`src/rtl/node_control.sv`:
```
// node_control: instruction sequencer for one compute node.
// Holds a small program memory, fetches and decodes 18-bit instructions, and
// drives the datapath control strobes. It also handshakes words on four input
// ports and four output ports.
//
// Ports
//   clk, reset             rising-edge clock, synchronous active-high reset
//   run                    1 = execute, 0 = halt at the next instruction boundary
//   prog_we/addr/data      program-memory write port (honoured only while idle)
//   prog_last              last program address; pc wraps to 0 after it
//   ACCond                 accumulator value from the datapath (two's complement)
//   in_valid/in_ready      per-input-port handshake
//   out_valid/out_ready    per-output-port handshake
//   SwpActiveReg, SwpinA, SwpinB, enBak, ALUdesk, datainstr   datapath controls
//   pc, busy, stall        status
//
// Bit numbering: the instruction format counts bits MSB-first (bit 0 is the
// MSB). Here the vectors are declared [N-1:0], so opcode = [17:14],
// src = [13:11], dst = [10:8], imm = [7:0], and the ACC sign bit is ACCond[7].
module node_control #(
   parameter int unsigned PROG_DEPTH = 16,
   parameter int unsigned AW         = 4
) (
   input  logic          clk,
   input  logic          reset,
   input  logic          run,
   input  logic          prog_we,
   input  logic [AW-1:0] prog_addr,
   input  logic [17:0]   prog_data,
   input  logic [AW-1:0] prog_last,
   input  logic [7:0]    ACCond,
   input  logic [3:0]    in_valid,
   output logic [3:0]    in_ready,
   output logic [3:0]    out_valid,
   input  logic [3:0]    out_ready,
   output logic          SwpActiveReg,
   output logic [1:0]    SwpinA,
   output logic          SwpinB,
   output logic          enBak,
   output logic [1:0]    ALUdesk,
   output logic [13:0]   datainstr,
   output logic [AW-1:0] pc,
   output logic          busy,
   output logic          stall
);

   typedef enum logic [1:0] {IDLE, EXEC, WAIT_IN, WAIT_OUT} state_t;

   typedef enum logic [3:0] {
      OP_NOP = 4'd0, OP_MOV = 4'd1, OP_SWP = 4'd2, OP_SAV = 4'd3,
      OP_ADD = 4'd4, OP_SUB = 4'd5, OP_NEG = 4'd6, OP_JMP = 4'd7,
      OP_JEZ = 4'd8, OP_JNZ = 4'd9, OP_JGZ = 4'd10, OP_JLZ = 4'd11
   } op_t;

   state_t        state_q, state_d;
   logic [AW-1:0] pc_q, pc_d;
   logic [17:0]   mem [PROG_DEPTH];

   logic [17:0]   instr;
   op_t           op;
   logic [2:0]    src, dst;
   logic [7:0]    imm;
   logic          need_in, src_avail, mov_to_port, jump_taken, effect;
   logic [AW-1:0] pc_inc;

   // Program memory: no reset, and writes are accepted only while idle.
   always_ff @(posedge clk) begin
      if (prog_we && (state_q == IDLE)) begin
         mem[prog_addr] <= prog_data;
      end
   end

   // Decode of the instruction at pc (stable through any wait state).
   always_comb begin
      instr       = mem[pc_q];
      op          = op_t'(instr[17:14]);
      src         = instr[13:11];
      dst         = instr[10:8];
      imm         = instr[7:0];
      need_in     = ((op == OP_MOV) || (op == OP_ADD) || (op == OP_SUB)) && !src[2];
      src_avail   = in_valid[src[1:0]];
      mov_to_port = (op == OP_MOV) && !dst[2];
      pc_inc      = (pc_q == prog_last) ? '0 : pc_q + AW'(1);
      jump_taken  = 1'b0;
      case (op)
         OP_JMP:  jump_taken = 1'b1;
         OP_JEZ:  jump_taken = (ACCond == 8'd0);
         OP_JNZ:  jump_taken = (ACCond != 8'd0);
         OP_JGZ:  jump_taken = ($signed(ACCond) > 8'sd0);
         OP_JLZ:  jump_taken = ACCond[7];
         default: jump_taken = 1'b0;
      endcase
      // Single cycle on which the instruction acts on the datapath.
      effect = ((state_q == EXEC) && run && !(need_in && !src_avail)) ||
               ((state_q == WAIT_IN) && src_avail);
   end

   // State register.
   always_ff @(posedge clk) begin
      if (reset) begin
         state_q <= IDLE;
         pc_q    <= '0;
      end else begin
         state_q <= state_d;
         pc_q    <= pc_d;
      end
   end

   // Next-state logic. An EXEC cycle is an instruction boundary, so run=0
   // there halts without executing; wait states always finish first.
   always_comb begin
      state_d = state_q;
      pc_d    = pc_q;
      case (state_q)
         IDLE: begin
            if (run) state_d = EXEC;
         end
         EXEC: begin
            if (!run) begin
               state_d = IDLE;
            end else if (need_in && !src_avail) begin
               state_d = WAIT_IN;
            end else if (mov_to_port) begin
               state_d = WAIT_OUT;
            end else begin
               pc_d = jump_taken ? imm[AW-1:0] : pc_inc;
            end
         end
         WAIT_IN: begin
            if (src_avail) begin
               if (mov_to_port) begin
                  state_d = WAIT_OUT;
               end else begin
                  pc_d    = pc_inc;
                  state_d = run ? EXEC : IDLE;
               end
            end
         end
         WAIT_OUT: begin
            if (out_ready[dst[1:0]]) begin
               pc_d    = pc_inc;
               state_d = run ? EXEC : IDLE;
            end
         end
         default: state_d = IDLE;
      endcase
   end

   // Output logic: idle control set except on the effect cycle.
   always_comb begin
      SwpActiveReg = 1'b0;
      SwpinA       = 2'b00;
      SwpinB       = 1'b0;
      enBak        = 1'b0;
      ALUdesk      = 2'b00;
      datainstr    = {3'd0, 3'd7, 8'd0};
      in_ready     = '0;
      out_valid    = '0;
      if (effect) begin
         if (need_in) in_ready[src[1:0]] = 1'b1;
         case (op)
            OP_MOV: datainstr = {src, dst, imm};
            OP_SAV: datainstr = {3'd4, 3'd5, imm};
            OP_SWP: begin
               SwpActiveReg = 1'b1;
               SwpinA       = 2'b11;
               SwpinB       = 1'b1;
               enBak        = 1'b1;
               datainstr    = {src, 3'd7, imm};
            end
            OP_ADD, OP_SUB, OP_NEG: begin
               SwpActiveReg = 1'b1;
               SwpinA       = 2'b01;
               ALUdesk      = (op == OP_ADD) ? 2'b00 : (op == OP_SUB) ? 2'b01 : 2'b10;
               datainstr    = {src, 3'd7, imm};
            end
            default: ;
         endcase
      end
      if (state_q == WAIT_OUT) out_valid[dst[1:0]] = 1'b1;
   end

   assign pc    = pc_q;
   assign busy  = (state_q != IDLE);
   assign stall = (state_q == WAIT_IN) || (state_q == WAIT_OUT);

endmodule

```
`config.mk`:
```
export PLATFORM = sky130hd
export DESIGN_NAME = node_control
export DESIGN_NICKNAME = d
export VERILOG_FILES = /design/src/rtl/node_control.sv
export SDC_FILE = /design/constraint.sdc
export NUM_CORES = 1
export LEC_CHECK = 0
export ABC_AREA = 0
export CORE_MARGIN = 8
export CORE_UTILIZATION = 60
export CTS_CLUSTER_SIZE = 30
export DETAILED_ROUTE_END_ITERATION = 10
export PLACE_DENSITY_LB_ADDON = 0.15
export SETUP_SLACK_MARGIN = 0.05
export SLEW_MARGIN = 20
export SYNTH_ARGS = -nofsm -noshare
export SYNTH_HDL_FRONTEND = slang
export SYNTH_SLANG_ARGS = --single-unit
export TNS_END_PERCENT = 50
```
`constraint.sdc`:
```
create_clock -name clk -period 8.3 [get_ports clk]
set_input_delay 1.66 -clock clk [delete_from_list [all_inputs] [get_ports clk]]
set_output_delay 1.66 -clock clk [all_outputs]
set_load 0.01 [all_outputs]
```
==> reports/results.txt <==
status: finished, final reports clean
Reg2Reg Setup Slack: 3880 ps
Min-Delay Path Depth: 2
Max Slew Vio Count: 0
synth top area cells: edfxtp_1 71%, mux4_2 14%, dfxtp_1 1.6%
Worst EP required: 6640 ps
top_reg_cell synth: edfxtp_1
Synth async-reset ratio: 0%
min Tclk post-route: 6800 ps
setup TNS: 0 ps
hold_ws: 579 ps
IO buf count: 80
number of global-route vias before repair: 6811
clock sink count: 298
TritonCTS Buffers: 29
CTS Hold Bufs: 0
Final nets: 769
post-synth top area cell: edfxtp_1
Mean Syn Cell Area: 19.7 um2
Die Y: 158 um
initial antenna violation count: 0
total number of vias: 6487
met3 WL post-DR: 2570 um
clk_lat worst skew: 540 ps
core footprint: 20000 um2
Cells after DPL: 961
ratio of cells with drive above 1 in the final layout: 22.7%
die footprint: 25000 um2
antenna cells: 0
DR iter-0 viols: 597
clock slew at reported path FFs: 60 ps
DRC Markers: 0
Initial Util: 60.6%
critical path peak fanout: 39
Final Wtd Congestion: 0.923
CTS tree: built
Final ANT Viol Nets: 0
die width: 158 um
Post-synth EDFFs: 288
Finished Layout Cells: 1014
Startpoint Class: register
fin crit share: 81.9%
Synth Register Bits: 298
Clock H-tree levels: 1
global route overflow: 0
Syn Nets: 663
RSZ-0062 raised after global routing: no
wire length on met2: 13200 um
Synth top area share: 71.3%
Vias/cell: 6.40
Syn Inst Count: 616
CTS root buffer: clkbuf_16
Seq/Total Area, Yosys: 72.9%
number of primary I/O pins: 81
CP arrival: 5140 ps
DR pass1 iterations: 5
synth unique cells: 56
final setup violation count: 0
final setup skew: 20.2 ps
synthesis-to-finish area growth: 17.3%
Slew @ Worst Pin: 1010 ps
critical path capture point type: output pin
Netlist Area Pre-Place: 12100 um2
cts repair resizes: 0
gr usage total: 22.8%
Worst Hold Class: register to register
power per cell area: 243 nW/um2
Fin. Hold Viols: 0
first-pass GRT wire length: 41300 um
largest net degree at the start of global routing: 40
post-DP HPWL: 16900 um
final core utilization: 71.0%
fmax: 147 MHz
highest metal used: met4
max cap viols: 0
crit path kind: register to output pin
# rows: 52
length of routed wiring on met1: 11300 um
# Post-CTS Setup Buffers: 0
Max IR drop VDD: 0.173 mV
WL final: 27800 um
worst-case reg-to-reg path depth: 9
leakage: 4.45 nW
Syn. warnings: 0
Routed WL per cell: 27.4 um
Worst Setup EP: datainstr[0]
Max-slew headroom: 31.8%
Clock Tree Buf Depth: 3
## cell usage in the layout, fill, tap and decap left out, drive strengths merged, types with 9 or more instances in the layout
cell,n
a22oi,11
buf,21
a21oi,9
clkdlybuf4s50,80
nor3,16
mux4,75
nand2,23
nor2,38
dfxtp,10
mux2i,19
clkbuf,39
clkinv,9
and2,10
edfxtp,288
nor2b,9
## layout make-up
type	count	area [um2]
Sequential cell	298	8850
Fill cell	1270	5800
Multi-Input combinational cell	286	3120
Timing Repair Buffer	101	958
Clock buffer	39	793
Tap cell	270	338
Clock inverter	14	154
Inverter	6	22.5
## critical path: stages (launching register included)
cell and delay, ps:
dfxtp_2 740, buf_4 610, mux4_2 420, a22oi_1 230, nand2_1 240, nor2_1 240
or4_1 200, o2bb2ai_1 160, nand3b_1 230, nor2_1 700, and2_1 240, clkdlybuf4s50_1 540
## synthesized netlist by cell type (2+ instances only)
cell      number
dfxtp_1       10
clkbuf_1       9
inv_1          6
a22o_1         4
and3_1         2
buf_12         4
nand3_1        6
or3_1          4
and2_1        10
o21ai_1        5
nand4_1        3
mux4_2        73
nor4_1         4
a22oi_1        8
nor2b_1        9
a21oi_1        9
o21a_1         2
nand3b_1       2
a311oi_1       4
nand2_1       22
o22ai_1        2
edfxtp_1     288
buf_2         10
or3b_2         2
mux2_2         3
nor2_1        37
nor3_1        16
a22oi_2        3
a211oi_1       2
a21boi_0       2
mux4_1         2
mux2i_1       19
a221oi_1       4
a221oi_2       2
nand2b_1       4
xor2_1         4
## per-stage QoR
| stage | power [mW] | setup slack (ps) | instance area [um2] |
|---|---|---|---|
| 6_report | 3.46 | 1500 | 14200 |
| 5_1_grt | 3.57 | 1220 | 14200 |
| 4_1_cts | 3.48 | 1530 | 14200 |
| 3_5_place_dp | 2.20 | 2150 | 13300 |
| 3_3_place_gp | 2.19 | 2230 | 13300 |
| 2_1_floorplan | 2.04 | 3690 | 12100 |
## layer usage
metal  vias to the layer above  track usage (%)
li1                       2767                -
met1                      3347             31.2
met2                       325             36.7
met3                        48             4.48
met4                         0             6.96
met5                         -                0
## report_power, final
group | internal [mW] | switching [mW]
clock network | 0.764 | 0.529
registers | 1.67 | 0.0325
logic | 0.206 | 0.259
## worst min path at each step
stage	start	endpoint	slack, ps
3_5_place_dp	pc[3]	register	550
3_3_place_gp	pc[3]	pc[3]	540
6_report	pc[3]	pc[3]	580
4_1_cts	pc[3]	pc[3]	560
2_1_floorplan	state_q[0]	state_q[0]	530
5_1_grt	pc[3]	pc[3]	600
## flip-flops by register name, indices dropped and copies added, names as in the netlist, named ones only
signal and count:
mem 288, pc 4, state_q 2
## kinds of logic (layout without fill, tap and decap cells)
group           count (synthesis)  count (layout)  share of synthesized area [%]
compound gates                 57              57                           3.83
xor+xnor                        5               5                          0.361
fa+ha+maj                       1               1                          0.103
buf+inv                        32             160                           1.81
flops                         298             298                           72.9
mux                            97              97                           15.8
simple gates                  126             126                           5.16
Note: power is estimated with default switching activity, not from simulation.
